<file path="src/rtl/video_pkg.sv">
// Shared video timing constants and pixel type for the scanout path.
package video_pkg;

    localparam int H_ACTIVE_DEF = 640;
    localparam int H_FP_DEF     = 16;
    localparam int H_SYNC_DEF   = 96;
    localparam int H_BP_DEF     = 48;
    localparam int H_TOTAL_DEF  = H_ACTIVE_DEF + H_FP_DEF + H_SYNC_DEF + H_BP_DEF;

    localparam int V_ACTIVE_DEF = 480;
    localparam int V_FP_DEF     = 10;
    localparam int V_SYNC_DEF   = 2;
    localparam int V_BP_DEF     = 33;
    localparam int V_TOTAL_DEF  = V_ACTIVE_DEF + V_FP_DEF + V_SYNC_DEF + V_BP_DEF;

    localparam logic SYNC_POL_DEF = 1'b0;
    localparam int   CNT_W        = 10;

    typedef struct packed {
        logic [7:0] r;
        logic [7:0] g;
        logic [7:0] b;
    } rgb_t;

endpackage

</file>
<file path="src/rtl/video_timing_gen.sv">
// Free-running raster counters with counter-aligned sync windows, row-buffer
// column address and PPU control pulses.
module video_timing_gen
    import video_pkg::*;
#(
    parameter int H_ACTIVE = H_ACTIVE_DEF,
    parameter int H_FP     = H_FP_DEF,
    parameter int H_SYNC   = H_SYNC_DEF,
    parameter int H_BP     = H_BP_DEF,
    parameter int V_ACTIVE = V_ACTIVE_DEF,
    parameter int V_FP     = V_FP_DEF,
    parameter int V_SYNC   = V_SYNC_DEF,
    parameter int V_BP     = V_BP_DEF
) (
    input  logic       clk,
    input  logic       rst,
    output logic       active,
    output logic       hsync_win,
    output logic       vsync_win,
    output logic [8:0] col,
    output logic       swap,
    output logic       vb_start,
    output logic       vb_end
);

    localparam int H_TOTAL = H_ACTIVE + H_FP + H_SYNC + H_BP;
    localparam int V_TOTAL = V_ACTIVE + V_FP + V_SYNC + V_BP;

    localparam logic [CNT_W-1:0] H_LAST   = CNT_W'(H_TOTAL - 1);
    localparam logic [CNT_W-1:0] V_LAST   = CNT_W'(V_TOTAL - 1);
    localparam logic [CNT_W-1:0] H_ACT_C  = CNT_W'(H_ACTIVE);
    localparam logic [CNT_W-1:0] V_ACT_C  = CNT_W'(V_ACTIVE);
    localparam logic [CNT_W-1:0] HS_START = CNT_W'(H_ACTIVE + H_FP);
    localparam logic [CNT_W-1:0] HS_END   = CNT_W'(H_ACTIVE + H_FP + H_SYNC);
    localparam logic [CNT_W-1:0] VS_START = CNT_W'(V_ACTIVE + V_FP);
    localparam logic [CNT_W-1:0] VS_END   = CNT_W'(V_ACTIVE + V_FP + V_SYNC);

    logic [CNT_W-1:0] hcount, vcount, h_nxt, v_nxt;
    logic             active_nxt;

    always_comb begin
        h_nxt = hcount + 1'b1;
        v_nxt = vcount;
        if (hcount == H_LAST) begin
            h_nxt = '0;
            v_nxt = (vcount == V_LAST) ? '0 : vcount + 1'b1;
        end
        active_nxt = (h_nxt < H_ACT_C) && (v_nxt < V_ACT_C);
    end

    assign active    = (hcount < H_ACT_C) && (vcount < V_ACT_C);
    assign hsync_win = (hcount >= HS_START) && (hcount < HS_END);
    assign vsync_win = (vcount >= VS_START) && (vcount < VS_END);

    // Registered outputs are decoded from the next position so they line up
    // with the counter value of the cycle in which they are seen.
    always_ff @(posedge clk or posedge rst) begin
        if (rst) begin
            hcount   <= '0;
            vcount   <= '0;
            col      <= '0;
            swap     <= 1'b0;
            vb_start <= 1'b0;
            vb_end   <= 1'b0;
        end else begin
            hcount   <= h_nxt;
            vcount   <= v_nxt;
            col      <= active_nxt ? h_nxt[CNT_W-1:1] : '0;
            swap     <= (h_nxt == H_LAST) && (v_nxt < V_ACT_C) && v_nxt[0];
            vb_start <= (h_nxt == '0) && (v_nxt == V_ACT_C);
            vb_end   <= (h_nxt == H_LAST) && (v_nxt == V_LAST);
        end
    end

endmodule

</file>
<file path="src/rtl/ppu_scanout.sv">
// Scans the PPU front row buffer out as 640x480 video, pixel/line doubled,
// with palette lookup and sync/DE aligned to the 3-cycle pixel pipe.
module ppu_scanout
    import video_pkg::*;
#(
    parameter int   H_ACTIVE = H_ACTIVE_DEF,
    parameter int   H_FP     = H_FP_DEF,
    parameter int   H_SYNC   = H_SYNC_DEF,
    parameter int   H_BP     = H_BP_DEF,
    parameter int   V_ACTIVE = V_ACTIVE_DEF,
    parameter int   V_FP     = V_FP_DEF,
    parameter int   V_SYNC   = V_SYNC_DEF,
    parameter int   V_BP     = V_BP_DEF,
    parameter logic SYNC_POL = SYNC_POL_DEF
) (
    input  logic        clk,
    input  logic        rst,
    output logic [8:0]  rowram_rdaddr,
    input  logic [9:0]  rowram_rddata,
    output logic [8:0]  palram_rdaddr,
    input  logic [63:0] palram_rddata,
    output logic        rowram_swap,
    output logic        vblank_start,
    output logic        vblank_end,
    output logic [23:0] hdmi_rgb,
    output logic        hdmi_hsync,
    output logic        hdmi_vsync,
    output logic        hdmi_de
);

    logic       active, hsync_win, vsync_win;
    logic       half_sel;
    logic [1:0] de_q, hs_q, vs_q;
    rgb_t       colour;
    logic       unused_pal_bits;

    video_timing_gen #(
        .H_ACTIVE (H_ACTIVE),
        .H_FP     (H_FP),
        .H_SYNC   (H_SYNC),
        .H_BP     (H_BP),
        .V_ACTIVE (V_ACTIVE),
        .V_FP     (V_FP),
        .V_SYNC   (V_SYNC),
        .V_BP     (V_BP)
    ) u_timing (
        .clk       (clk),
        .rst       (rst),
        .active    (active),
        .hsync_win (hsync_win),
        .vsync_win (vsync_win),
        .col       (rowram_rdaddr),
        .swap      (rowram_swap),
        .vb_start  (vblank_start),
        .vb_end    (vblank_end)
    );

    // Row entry addresses the palette directly; the RAM register is stage 1's delay.
    assign palram_rdaddr   = rowram_rddata[9:1];
    assign colour          = half_sel ? rgb_t'(palram_rddata[55:32]) : rgb_t'(palram_rddata[23:0]);
    assign unused_pal_bits = ^{palram_rddata[63:56], palram_rddata[31:24]};

    always_ff @(posedge clk or posedge rst) begin
        if (rst) begin
            half_sel   <= 1'b0;
            de_q       <= '0;
            hs_q       <= '0;
            vs_q       <= '0;
            hdmi_rgb   <= '0;
            hdmi_de    <= 1'b0;
            hdmi_hsync <= ~SYNC_POL;
            hdmi_vsync <= ~SYNC_POL;
        end else begin
            half_sel   <= rowram_rddata[0];
            de_q       <= {de_q[0], active};
            hs_q       <= {hs_q[0], hsync_win};
            vs_q       <= {vs_q[0], vsync_win};
            hdmi_de    <= de_q[1];
            hdmi_rgb   <= de_q[1] ? colour : '0;
            hdmi_hsync <= hs_q[1] ? SYNC_POL : ~SYNC_POL;
            hdmi_vsync <= vs_q[1] ? SYNC_POL : ~SYNC_POL;
        end
    end

endmodule

</file>
<file path="config.mk">
export PLATFORM = sky130hd
export DESIGN_NAME = ppu_scanout
export DESIGN_NICKNAME = d
export VERILOG_FILES = /design/src/rtl/video_pkg.sv /design/src/rtl/video_timing_gen.sv /design/src/rtl/ppu_scanout.sv
export SDC_FILE = /design/constraint.sdc
export NUM_CORES = 1
export LEC_CHECK = 0
export CAP_MARGIN = 20
export CORE_ASPECT_RATIO = 0.5
export CORE_MARGIN = 3
export CORE_UTILIZATION = 38
export CTS_CLUSTER_SIZE = 20
export DETAILED_ROUTE_END_ITERATION = 8
export DONT_BUFFER_PORTS = 1
export HOLD_SLACK_MARGIN = 0.02
export PLACE_DENSITY_LB_ADDON = 0.1
export SETUP_SLACK_MARGIN = 0.1
export SYNTH_ARGS = -nofsm -noshare
export SYNTH_HDL_FRONTEND = slang
export SYNTH_SLANG_ARGS = --single-unit
</file>
<file path="constraint.sdc">
create_clock -name clk -period 2.75 [get_ports clk]
set_input_delay 0.275 -clock clk [delete_from_list [all_inputs] [get_ports clk]]
set_output_delay 0.275 -clock clk [all_outputs]
set_load 0.01 [all_outputs]
</file>
==> flow_summary_export.csv, run 1 <==
group,metric,value,unit
placement,dp_slack,0.187,ns
floorplanning,dieArea,0.00933,mm^2
grt,antenna_found_initial,0,
placement,hpwl,4620,um
timing,final_max_slew_viol_count,0,
power,power.density,634,mW/mm^2
setup_path,path_max_fanout,10,
synth,synthXorXnorAreaFrac,0.0339,
synth,synthAdderAreaFrac,0.0202,
route,dr_total_vias,2036,
placement,place_area,0.00319,mm^2
final_layout,stdcell_count,398,
grt,grtUsageTotal,0.147,
timing,worst_pin_slew,0.639,ns
floorplanning,initial_utilization,0.406,
min_path,hold_path.class,"in -> reg",
setup_path,cp-start-kind,"register",
final_layout,antenna_cells,0,
route,drt_pass1_iterations,4,
timing,max-slew-margin-rel,0.573,
status,status,"completed",
placement,dp.cells,379,
grt,grt_max_degree,32,
floorplanning,core-area,0.00762,mm^2
timing,worst_slack,0.297,ns
route,drc,0,
grt,grt-ovfl-total,0,
synth,synth-compound-area-share,0.0667,
grt,grt_pass1_vias,2042,
timing,hold_violations,0,
final_layout,syn2layout_area_growth,13.6,%
setup_path,worstSetupPathType,"reg -> reg",
grt,grt_pass1_wl,10600,um
cts,insertion_delay,0.33,ns
job,drv_cap,0,
synth,synth_nets,363,
cts,tritoncts,"done",
setup_path,cp_data_required_time,2.99,ns
synth,syn_avg_cell_area,11.0,um^2
timing,layout_min_cycle_time,2.45,ns
route,post_drt_wl_per_cell,16.3,um
setup_path,cp_data_arrival_time,2.69,ns
timing,setup_viol,0,
route,ant_nets,0,
route,viasPerCell,5.12,
timing,fmax,408,MHz
synth,ys_ff_latch,66,
timing,period_share,0.892,
synth,synth.area.mux_share,0.0776,
synth,synthCells,282,
floorplanning,die_h,69.8,um
floorplanning,row_count,22,
placement,place.gp.congestion,0.857,
final_layout,drive_above_1_share,0.128,
timing,setup_tns,0,ns
floorplanning,pin_count,124,
synth,ys.flop_type,"dfrtp_1",
timing,rsz0062_at_grt,"false",
synth,syn-cell-area,0.00310,mm^2
cts,root_buffer,"clkbuf_16",
cts,htreeDepth,3,
synth,ys_types,46,
power,irDropWorstVdd,255,uV
synth,synth-simple-area-share,0.204,
synth,ys_warn_count,0,
synth,synth_top_family_by_area,"simple AND/OR/NAND/NOR gates",
cts,numCtsBuffers,9,
synth,seq_area_frac_synth,0.534,
timing,fin_worst_skew,0.00453,ns
setup_path,cp-end-kind,"register",
synth,synth_edf_count,0,
synth,async_flop_share,1.00,
cts,clk_path_buf_depth,2,
final_layout,final_nets,366,
placement,io_buffers,0,
cts,clk_pin_slew,0.05,ns
route,drt_iter0_drc,82,
floorplanning,die_w,134,um
cts,cts.sinks,66,
final_layout,fin_area,0.00352,mm^2
power,p_leak,1.55,nW
route,drt-total-wl,6470,um
per-stage QoR:
| stage | power [mW] | hold WS (ns) | utilization |
|---|---|---|---|
| after floorplan | 1.11 | 0.306 | - |
| after global placement | 1.11 | 0.284 | 0.418 |
| after detailed placement | 1.11 | 0.292 | 0.418 |
| after CTS | 2.27 | 0.112 | 0.460 |
| after global routing | 2.34 | 0.117 | 0.461 |
| final | 2.23 | 0.125 | 0.461 |
routing by layer:
layer,vias to the layer above,share of wire,track usage
met5,-,0,0
met4,0,0.014,0.0593
met3,11,0.073,0.0732
met2,78,0.44,0.214
met1,970,0.47,0.187
li1,977,-,-
path summary, 6_finish.rpt:
| path | start | end | slack [ns] | depth (start not counted) |
|---|---|---|---|---|
| hold reg to reg | hs_q[0]$_DFF_PP0_ | hs_q[1]$_DFF_PP0_ | 0.34 | 0 |
| hold / removal | palram_rddata[3] | hdmi_rgb[3]$_DFF_PP0_ | 0.12 | 2 |
| setup / recovery | u_timing.hcount[1]$_DFF_PP0_ | u_timing.col[5]$_DFF_PP0_ | 0.30 | 9 |
| max in group asynchronous | rst | hdmi_rgb[15]$_DFF_PP0_ | 1.49 | 3 |
| setup reg to reg | u_timing.hcount[1]$_DFF_PP0_ | u_timing.col[5]$_DFF_PP0_ | 0.30 | 9 |
| min in group asynchronous | rst | u_timing.col[6]$_DFF_PP0_ | 0.50 | 2 |
cells by family after synthesis:
group,count (synthesis)
buffers and inverters,38
xor gates and xnor gates,12
muxes,24
and+or+nand+nor,109
DFF,66
AOI/OAI and AO/OA,28
adders and majority gates,5
critical path: stages (launching register included):
cell	delay, ns
dfrtp_1	0.39
ha_1	0.25
and3_1	0.25
nand4_1	0.10
buf_4	0.18
buf_4	0.17
and2_1	0.18
a311oi_4	0.40
o21ai_2	0.20
nor3b_1	0.23
where the power goes:
| part | internal, mW | switching, mW | leakage, nW |
|---|---|---|---|
| combinational | 0.0282 | 0.0382 | 0.588 |
| sequential | 1.00 | 0.0282 | 0.817 |
| clock | 0.748 | 0.388 | 0.150 |
state kept, by name, summed over array words and instances, names as in the netlist:
signal             count
half_sel               1
u_timing.col           9
u_timing.swap          1
u_timing.vcount       10
hs_q                   2
hdmi_vsync             1
u_timing.vb_start      1
u_timing.hcount       10
vs_q                   2
hdmi_de                1
u_timing.vb_end        1
de_q                   2
hdmi_hsync             1
hdmi_rgb              24
area by class of cell:
class	count	area, um^2
Fill cell	701	4110
Sequential cell	66	1650
Multi-Input combinational cell	178	1250
Clock buffer	13	260
Tap cell	108	135
Timing Repair Buffer	15	118
Inverter	15	56.3
Clock inverter	3	40.0
synthesized netlist by cell type (3+ instances only):
cell	n	share of area
a21oi_1	5	0.0081
and3_1	4	0.0081
and4_1	5	0.014
buf_1	3	0.0036
buf_2	3	0.0048
buf_4	9	0.022
clkbuf_1	6	0.0073
dfrtp_1	64	0.52
ha_1	5	0.020
inv_1	14	0.017
mux2i_1	24	0.078
nand2_1	16	0.019
nand3_1	14	0.023
nand4_1	5	0.010
nor2_1	13	0.016
nor2b_1	25	0.051
nor3_1	6	0.0097
nor3b_1	5	0.012
nor4_1	6	0.012
o21ai_0	8	0.013
or3_1	3	0.0061
xnor2_1	8	0.023
xor2_1	4	0.011
cell usage in the layout, fill, tap and decap left out, types with 3 or more instances in the layout:
cell	netlist	final
xor2_1	4	4
and3_1	4	4
nor2b_1	25	25
nor2_1	13	13
nor3b_1	5	5
o21ai_0	8	8
nand2_1	16	16
dfrtp_1	64	64
nand4_1	5	5
clkbuf_16	0	9
nor3_1	6	6
buf_4	9	13
inv_1	14	13
a21oi_1	5	5
nand3_1	14	14
and4_1	5	5
ha_1	5	5
nor4_1	6	5
mux2i_1	24	24
xnor2_1	8	8
or3_1	3	3
timing repair:
item,4_1_cts,5_1_grt
gates resized for setup,0,1
hold endpoints to repair,28,0
setup buffers,0,1
setup endpoints to repair,0,10
hold buffers,2,0
Power figures use the tool's default switching activity.
==> run 2: changes to the inputs <==
--- a/config.mk
+++ b/config.mk
@@ -12,6 +12,7 @@
 export CTS_CLUSTER_SIZE = 20
 export DETAILED_ROUTE_END_ITERATION = 8
 export DONT_BUFFER_PORTS = 1
+export GPL_TIMING_DRIVEN = 0
 export HOLD_SLACK_MARGIN = 0.02
 export PLACE_DENSITY_LB_ADDON = 0.1
 export SETUP_SLACK_MARGIN = 0.1
==> run 2 against run 1 <==
  * Die area did not move
  * Clock power fell by 4%
  * Critical endpoint is now u_timing.vb_end$_DFF_PP0_
  * Worst setup slack got worse by 0.047 ns
  * Wire length rose by 0.83%
  * Via count rose by 3.3%
  * Highest routed layer unchanged
  * Global-route usage fell by 0.16 points
  * Largest power group unchanged
==> flow_summary_export.csv, run 2 (synthesized netlist as in run 1, its figures left out) <==
group,metric,value,unit
cts,htreeDepth,3,
status,status,"completed",
min_path,hold_path.class,"in -> reg",
route,drt-total-wl,6530,um
setup_path,worstSetupPathType,"reg -> reg",
setup_path,cp-start-kind,"register",
power,p_leak,1.59,nW
setup_path,rr_endpoint,"u_timing.vb_end$_DFF_PP0_",
placement,dp_slack,0.00550,ns
timing,worst_slack,0.250,ns
cts,cts.sinks,66,
min_path,min_path_cells,2,
timing,worst_pin_slew,0.722,ns
grt,grt_pass1_wl,10500,um
final_layout,seqCellArea,0.00165,mm^2
final_layout,reg.largest.list,"hdmi_rgb: 24 flops, u_timing.hcount: 10 flops, u_timing.vcount: 10 flops",
placement,io_buffers,0,
route,drt_pass1_iterations,4,
grt,grt_max_degree,40,
power,irDropWorstVdd,373,uV
timing,hold_ws,0.132,ns
cts,insertion_delay,0.32,ns
min_path,min_to,"hdmi_rgb[6]$_DFF_PP0_",
cts,numCtsBuffers,9,
timing,rsz0062_at_grt,"false",
timing,period_share,0.909,
floorplanning,dieArea,0.00933,mm^2
grt,grt-ovfl-total,0,
placement,place.gp.congestion,0.847,
final_layout,regMostFlops,"hdmi_rgb",
floorplanning,die_h,69.8,um
final_layout,layout_common_cells,"dfrtp_1 (64), nor2b_1 (25), mux2i_1 (24)",
floorplanning,row_count,22,
placement,hpwl,4670,um
final_layout,largest_reg_flops,24,
placement,place_area,0.00325,mm^2
setup_path,crit_top_cell,"and3_1",
timing,fin_worst_skew,0.00643,ns
cts,clk_path_buf_depth,2,
floorplanning,initial_utilization,0.406,
cts,clk_pin_slew,0.05,ns
final_layout,final_nets,380,
final_layout,syn2layout_area_growth,17.1,%
timing,fmax,400,MHz
route,viasPerCell,5.12,
setup_path,critPathBufInv,1,
setup_path,r2r_slack,0.25,ns
final_layout,antenna_cells,0,
timing,setup_viol,0,
route,ant_nets,0,
floorplanning,die_w,134,um
setup_path,path_cells,"ha_2 > and3_1 > nand4_1 > buf_2 > nor2_1 > nand3_1 > a2111oi_0 > and3_1",
final_layout,fin_area,0.00363,mm^2
setup_path,r2r.worst_path.cells,8,
grt,antenna_found_initial,0,
setup_path,cpPeakStageDelay,0.48,ns
setup_path,r2r_start,"u_timing.hcount[0]$_DFF_PP0_",
route,post_drt_wl_per_cell,15.9,um
setup_path,cp_top_family,"simple AND/OR/NAND/NOR gates",
grt,grt_pass1_vias,1990,
cts,root_buffer,"clkbuf_16",
setup_path,cp_data_arrival_time,2.76,ns
timing,layout_min_cycle_time,2.50,ns
setup_path,cp-end-kind,"register",
setup_path,crit_slowest_cell,"a2111oi_0",
timing,hold_violations,0,
grt,grtUsageTotal,0.146,
floorplanning,pin_count,124,
timing,final_max_slew_viol_count,0,
route,drt_iter0_drc,81,
final_layout,fill_cells,703,
final_layout,multiInputGateArea,0.00129,mm^2
final_layout,layout_commonest_cell,"dfrtp_1",
route,dr_total_vias,2104,
setup_path,cp_data_required_time,3.01,ns
power,power.density,608,mW/mm^2
final_layout,drive_above_1_share,0.152,
job,drv_cap,0,
min_path,min-delay-start,"palram_rddata[6]",
cts,tritoncts,"done",
route,drc,0,
timing,setup_tns,0,ns
setup_path,path_max_fanout,10,
timing,max-slew-margin-rel,0.519,
floorplanning,core-area,0.00762,mm^2
-- run 2: worst max path at each step --
stage | endpoint | startpoint | cells after the start
floorplan | u_timing.swap$_DFF_PP0_ | u_timing.vcount[6]$_DFF_PP0_ | 7
CTS | u_timing.col[4]$_DFF_PP0_ | u_timing.hcount[0]$_DFF_PP0_ | 8
global placement | u_timing.col[4]$_DFF_PP0_ | u_timing.hcount[0]$_DFF_PP0_ | 8
detailed placement | u_timing.col[4]$_DFF_PP0_ | u_timing.hcount[0]$_DFF_PP0_ | 8
finish | u_timing.vb_end$_DFF_PP0_ | u_timing.hcount[0]$_DFF_PP0_ | 8
global route | u_timing.vb_end$_DFF_PP0_ | u_timing.hcount[1]$_DFF_PP0_ | 8
-- run 2: report_power, final --
group	internal (mW)	switching (mW)	leakage, nW	total [mW]
logic	0.0376	0.0473	0.628	0.0849
clock network	0.717	0.374	0.142	1.09
registers	1.00	0.0264	0.817	1.03
-- run 2: layer usage --
metal	global-route usage	routed length (um)	vias up
met3	0.0623	484	7
met5	0	0	-
li1	-	-	1007
met4	0.0582	100	0
met1	0.191	3070	996
met2	0.213	2870	94
-- run 2: cell type report --
class / instances / area share
buffer: 23 / 0.0390
clock buffer: 12 / 0.0680
clock inverter: 3 / 0.0110
inverter: 15 / 0.0155
multi-input combinational: 178 / 0.356
sequential: 66 / 0.456
tap: 108 / 0.0373
timing repair buffer: 6 / 0.0173
-- run 2: per-stage QoR --
step / std cells / power (mW) / util
final: 411 / 2.20 / 0.476
after global routing: 411 / 2.31 / 0.476
after CTS: 408 / 2.25 / 0.468
after detailed placement: 391 / 1.13 / 0.426
after global placement: 390 / 1.12 / 0.424
after floorplan: 282 / 1.11 / -
-- run 2: what timing repair did --
item / CTS / global route
hold buffers: 2 / 0
setup endpoints to repair: 10 / 12
resized for setup: 2 / 10
gates cloned: 0 / 1
pin swaps: 0 / 2
buffers inserted: 0 / 2
hold endpoints to repair: 27 / 0
